File: config.mk
export PLATFORM = sky130hd
export DESIGN_NAME = counter_sweep_ctrl
export DESIGN_NICKNAME = d
export VERILOG_FILES = /design/src/rtl/counter_sweep_ctrl.sv
export SDC_FILE = /design/constraint.sdc
export NUM_CORES = 1
export LEC_CHECK = 0
export ABC_AREA = 1
export BUFFER_PORTS_ARGS = -buffer_cell sky130_fd_sc_hd__buf_4
export CORE_UTILIZATION = 45
export CTS_CLUSTER_SIZE = 25
export DETAILED_ROUTE_END_ITERATION = 16
export MAX_ROUTING_LAYER = met4
export PLACE_DENSITY = 0.67
export SLEW_MARGIN = 0
export SYNTH_ARGS = -nofsm -noshare
export SYNTH_HDL_FRONTEND = slang
export SYNTH_SLANG_ARGS = --single-unit
File: constraint.sdc
create_clock -name clk -period 1.65 [get_ports clk]
set_input_delay 0.495 -clock clk [delete_from_list [all_inputs] [get_ports clk]]
set_output_delay 0.495 -clock clk [all_outputs]
set_load 0.03 [all_outputs]
File: src/rtl/counter_sweep_ctrl.sv
// counter_sweep_ctrl
// Sequences an external up/down counter through repeated sweeps between two
// bounds: clear, count up to hi, dwell, count down to lo, dwell, repeat.
// The bounds are latched when a start is accepted.
//
// Optional feature macro: SWEEP_LIMIT_EN
//   defined   - run ends after NSWEEP sweeps via FINISH (done pulse) and the
//               sweeps output reports the number of completed sweeps.
//   undefined - run continues until stop; done is held 0; no sweeps port.
//
// Ports
//   clk    in   clock, rising edge
//   rs     in   asynchronous active-low reset
//   tick   in   count strobe; counter steps when tick && ss
//   start  in   one-cycle run request (ignored while busy)
//   stop   in   abort request, highest priority
//   lo/hi  in   sweep bounds (lo < hi required)
//   q      in   current count fed back from the counter
//   ss     out  counter enable
//   ud     out  counter direction (1 = up)
//   clr    out  synchronous clear to the counter
//   busy   out  high outside IDLE
//   done   out  one-cycle pulse on normal completion
//   err    out  one-cycle pulse on a rejected start
//   sweeps out  completed sweeps (SWEEP_LIMIT_EN only)
module counter_sweep_ctrl #(
    parameter int unsigned WIDTH  = 8,
    parameter int unsigned DWELL  = 4,
    parameter int unsigned NSWEEP = 3
) (
    input  logic             clk,
    input  logic             rs,
    input  logic             tick,
    input  logic             start,
    input  logic             stop,
    input  logic [WIDTH-1:0] lo,
    input  logic [WIDTH-1:0] hi,
    input  logic [WIDTH-1:0] q,
    output logic             ss,
    output logic             ud,
    output logic             clr,
    output logic             busy,
    output logic             done,
`ifdef SWEEP_LIMIT_EN
    output logic [7:0]       sweeps,
`endif
    output logic             err
);

    typedef enum logic [2:0] {
        StIdle,
        StClear,
        StUp,
        StDwellHi,
        StDown,
        StDwellLo,
        StFinish
    } state_e;

    state_e           state_q;
    logic [WIDTH-1:0] lo_q;
    logic [WIDTH-1:0] hi_q;
    logic [7:0]       dwell_q;
    logic             err_q;
    logic             dwell_last;
`ifdef SWEEP_LIMIT_EN
    logic [7:0]       sweep_q;
`endif

    // Final tick of a dwell period.
    assign dwell_last = tick && (dwell_q == 8'(DWELL - 1));

    always_ff @(posedge clk or negedge rs) begin
        if (!rs) begin
            state_q <= StIdle;
            lo_q    <= '0;
            hi_q    <= '0;
            dwell_q <= '0;
            err_q   <= 1'b0;
`ifdef SWEEP_LIMIT_EN
            sweep_q <= '0;
`endif
        end else begin
            err_q <= 1'b0;
            // stop wins over everything, including a start seen in IDLE.
            if (stop) begin
                state_q <= StIdle;
            end else begin
                unique case (state_q)
                    StIdle: begin
                        if (start) begin
                            if (lo < hi) begin
                                lo_q    <= lo;
                                hi_q    <= hi;
                                dwell_q <= '0;
`ifdef SWEEP_LIMIT_EN
                                sweep_q <= '0;
`endif
                                state_q <= StClear;
                            end else begin
                                err_q <= 1'b1;
                            end
                        end
                    end
                    StClear: state_q <= StUp;
                    StUp: begin
                        if (q == hi_q) state_q <= StDwellHi;
                    end
                    StDwellHi: begin
                        if (dwell_last) begin
                            dwell_q <= '0;
                            state_q <= StDown;
                        end else if (tick) begin
                            dwell_q <= dwell_q + 8'd1;
                        end
                    end
                    StDown: begin
                        if (q == lo_q) state_q <= StDwellLo;
                    end
                    StDwellLo: begin
                        if (dwell_last) begin
                            dwell_q <= '0;
`ifdef SWEEP_LIMIT_EN
                            sweep_q <= sweep_q + 8'd1;
                            if (sweep_q == 8'(NSWEEP - 1)) state_q <= StFinish;
                            else                           state_q <= StUp;
`else
                            state_q <= StUp;
`endif
                        end else if (tick) begin
                            dwell_q <= dwell_q + 8'd1;
                        end
                    end
                    StFinish: state_q <= StIdle;
                    default:  state_q <= StIdle;
                endcase
            end
        end
    end

    // Enable is combinational on q so the counter stops exactly at the bound.
    // It is also gated by stop so an abort freezes q in the cycle it is seen.
    always_comb begin
        ss = 1'b0;
        if (!stop) begin
            if (state_q == StUp)   ss = (q != hi_q);
            if (state_q == StDown) ss = (q != lo_q);
        end
    end

    assign ud   = (state_q != StDown);
    assign clr  = (state_q == StClear);
    assign busy = (state_q != StIdle);
    assign err  = err_q;
`ifdef SWEEP_LIMIT_EN
    assign done   = (state_q == StFinish);
    assign sweeps = sweep_q;
`else
    assign done = 1'b0;
`endif

endmodule
Yosys cells after proc, flatten, opt, wreduce, memory -nomap -nowiden. Cells that the tools add are included.

Register bits after elaboration: 28. Bits of input ports: 29. Output and inout port bits: 6.

Add/sub/neg operators: 1. Order comparisons: 1. Equal/unequal tests: 20. Mux-type cells: 20. Bitwise gates (word level): 1. Reduce and logical (&&, ||, !) cells: 8.

Operators by type and width (count): 2-to-1 mux 8 bit (4); 2-to-1 mux 3 bit (7); inequality test 3 bit (second input constant) (7); one-hot mux 3 bit (6 select lines) (1); == test 8 bit (2); inequality test 8 bit (2); one-hot mux 8 bit (2 select lines) (1); adder 8 x 1 -> 8 bit (second input constant) (1); == test 8 x 2 -> 1 bit (second input constant) (1); < comparator 8 bit (1); 2-to-1 mux 1 bit (7); == test 3 x 2 -> 1 bit (second input constant) (2); == test 3 bit (second input constant) (2); AND reduction 6 bit (1); AND reduction 5 bit (1); inequality test 2 bit (second input constant) (2); AND reduction 4 bit (1); == test 3 x 1 -> 1 bit (second input constant) (1); logical NOT 3 bit (1); inequality test 3 x 1 -> 1 bit (second input constant) (1); nonzero test 3 bit (1); nonzero test 2 bit (1); OR reduction 2 bit (1); logical AND 1 bit (1); inverter 1 bit (1).

Logic depth before layout (Yosys ltp). Gate-level depths: netlist of run 1.

Depth after elaboration: 5. Mapped depth: 13. Gate-level depth less buffers: 13.

Least setup slack after synthesis of run 1. No wires, ideal clock.

Kind: reg2out. Start: reg state_q[1]. End: out ss. Arrival: 1.386 ns. Data required time: 1.155 ns. Slack: -0.231 ns. Stages on the path, launching flop included: 6. Cells stage by stage: dfrtp_1 -> inv_1 -> nand2_1 -> nor2_1 -> nand2_1 -> a21oi_1.

Cells in the longest elaborated chain, start to end: 4. Elaborated cells between the ends (all ways): 5. Classes of those cells: eq/ne: 2; mux: 3.

RTL lines: from (decl) (line 60) `state_e state_q;`; from (signal assigned) (line 75) `state_q <= StIdle;`; from (signal assigned) (line 87) `state_q <= StIdle;`; from (signal assigned) (line 99) `state_q <= StClear;`; == test 3 x 2 -> 1 bit (line 146) `if (state_q == StUp) ss = (q != hi_q);`; 2-to-1 mux 1 bit (line 146); 2-to-1 mux 1 bit (*) (line 147) `if (state_q == StDown) ss = (q != lo_q);`; 2-to-1 mux 1 bit (*) (line 145) `if (!stop) begin`; to (decl) (line 39) `output logic ss,`.

Every way passes the cells marked *; elsewhere a longest branch is shown, timed or not.

Final worst setup path of run 1.
Start: reg hi_q[0]. End: out ss.

Cells in the longest elaborated chain, start to end: 4.

RTL lines: from (decl) (line 62) `logic [WIDTH-1:0] hi_q;`; from (signal assigned) (line 94) `hi_q <= hi;`; inequality test 8 bit (line 146); 2-to-1 mux 1 bit (line 146); 2-to-1 mux 1 bit (line 147); 2-to-1 mux 1 bit (line 145).

No other way between the ends.

==> results of run 1 <==
## per-stage QoR
stage	utilization (%)	area [sq um]	setup TNS, ns
2_1_floorplan	-	1860	-3.12
3_3_place_gp	62.7	2330	-9.18
3_5_place_dp	62.7	2330	-9.80
4_1_cts	72.8	2710	-0.844
5_1_grt	80.0	2970	-6.75
6_report	80.0	2970	-3.85
## worst max-delay path by stage
stage | startpoint | end | slack [ns] | cells after the start
2_1_floorplan | hi[5] | lo_q[5] | -0.18 | 11
3_3_place_gp | hi[5] | lo_q[5] | -0.38 | 12
3_5_place_dp | hi[5] | lo_q[5] | -0.39 | 12
4_1_cts | lo_q[2] | ss | -0.27 | 7
5_1_grt | lo_q[4] | ss | -0.40 | 9
6_report | hi_q[0] | ss | -0.31 | 7
## layer usage
metal	global-route usage, %	up-vias	share of wire, %
met1	31.5	868	43
met3	2.99	12	3.0
met4	7.22	0	2.6
li1	-	931	-
met2	37.1	49	51
met5	-	-	0
## state kept, by name (all words and copies together) (netlist names)
name     flops
err          1
state_q      3
lo_q         8
dwell_q      8
hi_q         8
## power by group
| group | leakage, nW | switching (mW) | total (mW) | internal [mW] |
|---|---|---|---|---|
| clock network | 0.0216 | 0.220 | 0.385 | 0.165 |
| logic | 1.08 | 1.11 | 2.23 | 1.12 |
| registers | 0.358 | 0.191 | 1.10 | 0.906 |
## cell type report
class                      instances  share of cell area [%]
clock buffer                       3                    1.39
timing repair buffer              80                    24.8
inverter                          39                    5.51
tap                               48                    2.02
sequential                        28                    23.6
multi-input combinational        175                    42.7
## timing repair
item	4_1_cts	5_1_grt
pin swaps	32	29
setup buffers	18	6
hold buffers	0	0
cloned	2	1
gates resized for setup	55	53
setup endpoints to repair	29	32
## logic make-up (layout without fill, tap and decap cells)
group	after synthesis	in the layout	synth area share (%)
and+or+nand+nor	117	117	27.1
AOI/OAI and AO/OA	36	36	11.7
xor gates and xnor gates	13	13	6.41
DFF	28	28	39.4
other	1	1	0.211
buffers and inverters	43	122	9.51
adders and majority gates	8	8	5.63
## layout by cell type (no fill, tap or decap)
master      n
buf_4      60
nand2_1    55
dfrtp_1    28
inv_1      26
nor2_1     15
buf_6      14
nand2_2    13
inv_2      10
o21ai_1    10
nand2_4     9
xnor2_1     9
o21ai_2     9
nor2_4      8
a21oi_2     6
ha_4        6
a21oi_1     5
xnor2_2     3
nor2_2      3
nor3_2      3
nand3_1     3
nand4_1     3
clkbuf_8    3
inv_4       2
a21oi_4     2
o21a_1      2
nand3_4     2
buf_16      2
buf_8       2
inv_12      1
nor4_1      1
nor3_1      1
a21boi_4    1
nor3b_1     1
a31oi_1     1
xor2_1      1
ha_1        1
ha_2        1
conb_1      1
clkbuf_16   1
buf_12      1
==> load_flow_metrics.sql, run 1 <==
INSERT INTO impl_metrics (metric_group, metric, value, unit) VALUES
('sta', 'layout_setup_ws', '-0.311', 'ns'),
('clock_network', 'clock_tree.buffer_depth', '2', ''),
('floorplan', 'std_cell_rows', '22', ''),
('route', 'drt_iter0_drc', '86', ''),
('route', 'route.final.wire_length', '5160', 'um'),
('sta', 'report.final.hold_viol_count', '0', ''),
('clock_network', 'cts_tree', 'built', ''),
('setup_path', 'crit_buf_inv', '1', ''),
('power_and_ir_drop', 'p_leak', '1.46', 'nW'),
('cells_and_area', 'nFillCells', '228', ''),
('setup_path', 'peak_fanout_along_the_critical_path', '2', ''),
('power_and_ir_drop', 'powerDensity', '1250', 'nW/um^2'),
('floorplan', 'die_x', '64.8', 'um'),
('clock_network', 'cts_buffers', '3', ''),
('setup_path', 'worst_path_max_delay_cell', 'dfrtp_1', ''),
('placement', 'port_buffers', '33', ''),
('synth', 'synth.lib_cells_used.distinct', '26', ''),
('floorplan', 'floorplan.initialDensity', '47.8', '%'),
('setup_path', 'timing.rr.start', 'lo_q[4]', ''),
('floorplan', 'die_y', '64.8', 'um'),
('status', 'run_status', 'complete, but fails checks', ''),
('route', 'postRouteAntennaNets', '0', ''),
('route', 'detail_route.vias_per_cell', '4.99', ''),
('cells_and_area', 'synthToLayoutAreaGrowth', '67.3', '%'),
('setup_path', 'path_cells', 'xnor2_1, nand2_1, nor2_1, nand2_1, nand2_2, a21oi_2, buf_6', ''),
('grt', 'grt_antenna_before_repair', '0', ''),
('sta', 'finClkSkew', '0.00596', 'ns'),
('synth', 'cell_with_the_most_instances_after_synthesis', 'nand2_1', ''),
('floorplan', 'boundaryPins', '35', ''),
('cells_and_area', 'sequential_cell_area', '701', 'sq um'),
('setup_path', 'r2r_slack', '-0.13', 'ns'),
('setup_path', 'cp-end-kind', 'output port', ''),
('clock_network', 'number_of_levels_the_h_tree_was_split_into', '1', ''),
('setup_path', 'worst-r2r-cell-count', '13', ''),
('setup_path', 'worstSetupPathType', 'reg2out', ''),
('synth', 'synthesis.nets', '283', ''),
('run', 'cap_viol_max_count', '0', ''),
('synth', 'synth.largest_area_cell', 'dfrtp_1', ''),
('setup_path', 'setup.worst_path.start_class', 'register', ''),
('route', 'detailroute.via_count', '1860', ''),
('synth', 'synthDominantCellAreaShare', '39.4', '%'),
('sta', 'final_setup_violations', '32', ''),
('synth', 'netlist_top_cells_count', '75 x nand2_1, 37 x inv_1, 28 x dfrtp_1', ''),
('clock_network', 'clk-insertion-delay-late', '0.28', 'ns'),
('cells_and_area', 'final_cell_count_no_fill', '373', ''),
('placement', 'post-place-cells', '348', ''),
('grt', 'grt_overflow', '0', ''),
('clock_network', 'clock-root-buffer', 'clkbuf_8', ''),
('grt', 'grt_use_total', '23.5', '%'),
('synth', 'seq_area_frac_synth', '39.4', '%'),
('setup_path', 'crit_top_cell', 'nand2_1', ''),
('sta', 'maxClockFrequency', '510', 'MHz'),
('power_and_ir_drop', 'power.total', '3.71', 'mW'),
('sta', 'post-route-period-util', '119', '%'),
('sta', 'max_slew_violation_count', '0', ''),
('route', 'drt-wirelength-per-cell', '13.8', 'um'),
('clock_network', 'clkSlewWorstSetupHoldPaths', '0.09', 'ns'),
('placement', 'place.detailed.hpwl', '2770', 'um'),
('floorplan', 'core_area', '3720', 'sq um'),
('synth', 'synthTopCellsByArea', 'dfrtp_1 39%, nand2_1 16%, inv_1 7.8%, xnor2_1 5.9%, ha_1 5.6%', ''),
('placement', 'pre_cts_slack', '-0.392', 'ns'),
('route', 'drc', '0', ''),
('status', 'failed_checks', 'negative setup slack', ''),
('synth', 'dominantRegCellSynth', 'dfrtp_1', ''),
('worst_hold_path', 'class_of_the_most_critical_hold_timing_path', 'in2async', ''),
('clock_network', 'clkSinkCount', '28', ''),
('sta', 'layout_min_cycle_time', '1.96', 'ns'),
('route', 'drt_first_pass_iters', '4', ''),
('synth', 'syn-cell-area', '1780', 'sq um'),
('setup_path', 'cp.arrival', '1.47', 'ns'),
('synth', 'yosysWarnings', '0', '');
Note: power is estimated with default switching activity, not from simulation.
==> run 2, diff against run 1 <==
--- a/config.mk
+++ b/config.mk
@@ -7,11 +7,12 @@
 export LEC_CHECK = 0
 export ABC_AREA = 1
 export BUFFER_PORTS_ARGS = -buffer_cell sky130_fd_sc_hd__buf_4
+export CORE_ASPECT_RATIO = 1.4
 export CORE_UTILIZATION = 45
 export CTS_CLUSTER_SIZE = 25
 export DETAILED_ROUTE_END_ITERATION = 16
 export MAX_ROUTING_LAYER = met4
-export PLACE_DENSITY = 0.67
+export PLACE_DENSITY = 0.64
 export SLEW_MARGIN = 0
 export SYNTH_ARGS = -nofsm -noshare
 export SYNTH_HDL_FRONTEND = slang
==> run 2 against run 1 <==
  * The flow still finishes with violations (negative setup slack)
  * First-iteration DRC count down 64%
  * Power up 0.72%
  * Clock power up 44%
  * Highest routed layer unchanged
==> load_flow_metrics.sql, run 2 (same netlist as run 1, synthesis figures left out) <==
INSERT INTO impl_metrics (metric_group, metric, value, unit) VALUES
('route', 'detail_route.vias_per_cell', '5.06', ''),
('cells_and_area', 'sequential_cell_area', '701', 'sq um'),
('sta', 'final_setup_violations', '26', ''),
('cells_and_area', 'most-common-layout-cells', '56 x nand2_1, 48 x buf_4, 28 x dfrtp_1', ''),
('setup_path', 'worstSetupPathType', 'reg2out', ''),
('status', 'run_status', 'complete, but fails checks', ''),
('sta', 'layout_setup_ws', '-0.367', 'ns'),
('sta', 'maxClockFrequency', '496', 'MHz'),
('clock_network', 'clkSlewWorstSetupHoldPaths', '0.10', 'ns'),
('clock_network', 'number_of_levels_the_h_tree_was_split_into', '1', ''),
('clock_network', 'clock_tree.buffer_depth', '2', ''),
('sta', 'rsz_0062_raised_after_global_routing', 'true', ''),
('setup_path', 'crit_buf_inv', '1', ''),
('cells_and_area', 'area_of_the_multi_input_gates', '1220', 'sq um'),
('grt', 'grt_max_degree', '29', ''),
('floorplan', 'core_area', '3710', 'sq um'),
('setup_path', 'setup.worst_path.start_class', 'register', ''),
('placement', 'place.detailed.hpwl', '2960', 'um'),
('status', 'failed_checks', 'negative setup slack', ''),
('grt', 'grt_use_total', '25.5', '%'),
('worst_hold_path', 'class_of_the_most_critical_hold_timing_path', 'in2async', ''),
('clock_network', 'cts_tree', 'built', ''),
('setup_path', 'timing.critical_path.slowest_cell_delay', '0.42', 'ns'),
('floorplan', 'area_of_the_die', '4210', 'sq um'),
('sta', 'layout_min_cycle_time', '2.02', 'ns'),
('cells_and_area', 'nFillCells', '235', ''),
('setup_path', 'critPathTopFamily', 'simple AND/OR/NAND/NOR gates', ''),
('setup_path', 'cp-end-kind', 'output port', ''),
('floorplan', 'die_y', '76.3', 'um'),
('run', 'cap_viol_max_count', '0', ''),
('cells_and_area', 'drive_above_1_share', '48.3', '%'),
('clock_network', 'clock-root-buffer', 'clkbuf_8', ''),
('route', 'postRouteAntennaNets', '0', ''),
('route', 'drt_first_pass_iters', '4', ''),
('cells_and_area', 'layout_commonest_cell', 'nand2_1', ''),
('placement', 'gpl.final_weighted_congestion', '0.727', ''),
('floorplan', 'die_x', '55.1', 'um'),
('setup_path', 'path_cells', 'nor3_1, nand2_2, a21oi_2, buf_6', ''),
('sta', 'max_slew_violation_count', '0', ''),
('setup_path', 'worst_path_max_delay_cell', 'dfrtp_1', ''),
('setup_path', 'worst-endpoint-required', '1.15', 'ns'),
('route', 'drt-wirelength-per-cell', '13.7', 'um'),
('cells_and_area', 'finalNetCount', '361', ''),
('floorplan', 'boundaryPins', '35', ''),
('sta', 'finClkSkew', '0.00530', 'ns'),
('clock_network', 'clk-insertion-delay-late', '0.28', 'ns'),
('sta', 'post-route-period-util', '122', '%'),
('route', 'detailroute.via_count', '1848', ''),
('grt', 'first_global_vias', '1892', ''),
('cells_and_area', 'antenna_cells', '0', ''),
('placement', 'port_buffers', '33', ''),
('floorplan', 'floorplan.initialDensity', '47.9', '%'),
('route', 'drt_iter0_drc', '31', ''),
('placement', 'post-place-cells', '342', ''),
('power_and_ir_drop', 'powerDensity', '1250', 'nW/um^2'),
('clock_network', 'cts_buffers', '3', ''),
('grt', 'grt_antenna_before_repair', '0', ''),
('sta', 'report.final.hold_viol_count', '0', ''),
('power_and_ir_drop', 'worst_ir_drop_vdd', '1190', 'uV'),
('power_and_ir_drop', 'p_leak', '1.47', 'nW'),
('cells_and_area', 'final_cell_count_no_fill', '365', ''),
('grt', 'grt_overflow', '0', ''),
('cells_and_area', 'synthToLayoutAreaGrowth', '68.0', '%'),
('floorplan', 'std_cell_rows', '26', ''),
('sta', 'final.hold.worst_slack', '0.122', 'ns'),
('cells_and_area', 'reg_top3', 'dwell_q x8, hi_q x8, lo_q x8', ''),
('setup_path', 'cp.arrival', '1.52', 'ns'),
('route', 'drc', '0', ''),
('placement', 'pre_cts_slack', '-0.419', 'ns'),
('setup_path', 'peak_fanout_along_the_critical_path', '3', ''),
('grt', 'grt_first_pass_wirelength', '7690', 'um'),
('route', 'route.final.wire_length', '4990', 'um'),
('clock_network', 'clkSinkCount', '28', '');
## run 2: changes by cell type in the layout (fill, tap and decap cells not counted), moves of 3 or more
cell	change
buf_4	-12
buf_6	+6
nand2_4	-6
nand2_2	+4
inv_2	-3
inv_4	+3
nor3_2	-3
## run 2: through the flow
step                      area [sq um]  power [mW]  TNS, ns  utilization (%)
after CTS                         2710        3.38    -2.20             73.1
final                             2990        3.74    -3.13             80.5
after floorplan                   1860        1.95    -3.12                -
after global routing              2990        3.97    -4.64             80.5
after detailed placement          2310        2.41    -9.98             62.3
after global placement            2310        2.37    -8.69             62.3
## run 2: metal layers
layer / share of wire [%] / up-vias / global-route usage, % / wire, um
li1: - / 918 / - / -
met1: 38 / 872 / 25.7 / 1900
met2: 58 / 47 / 46.5 / 2870
met3: 2.4 / 11 / 2.40 / 121
met4: 2.0 / 0 / 10.3 / 98
met5: 0 / - / - / 0
## run 2: layout make-up
cell class,instances,area share (%)
Multi-Input combinational cell,175,40.9
Timing Repair Buffer,77,25.7
Sequential cell,28,23.5
Inverter,39,5.74
Tap cell,42,1.76
Clock buffer,3,1.38
Clock inverter,1,1.01
## run 2: path summary, 6_finish.rpt
kind                       startpoint    endpoint  slack [ns]  depth (start not counted)
setup / recovery           state_q[0]          ss       -0.37                          4
hold / removal                     rs  state_q[1]        0.12                          1
setup reg to reg           state_q[1]     hi_q[6]       -0.13                         11
hold reg to reg            dwell_q[5]  dwell_q[5]        0.50                          1
max in group asynchronous          rs     lo_q[3]        1.25                          1
min in group clk                 stop  state_q[0]        0.42                          2
## run 2: where the power goes
part	total [mW]	leakage, nW	switching (mW)	internal, mW
clock network	0.555	0.0357	0.229	0.325
registers	1.08	0.358	0.170	0.906
logic	2.10	1.07	1.06	1.04
## run 2: timing repair
item,CTS,global route
gates resized for setup,52,62
pin swaps,14,22
cloned,4,0
buffers inserted,9,7
hold buffers,0,0
endpoints found under the setup margin,24,32
## run 2: worst reg2reg max path, stage by stage (launching register included)
cell and delay, ns:
dfrtp_1 0.41, inv_2 0.11, buf_12 0.11, nand2_8 0.05, nor2_4 0.10, inv_2 0.07, buf_6 0.13, nor2_4 0.10
nand3_4 0.18, buf_12 0.19, buf_16 0.13, o21ai_2 0.12
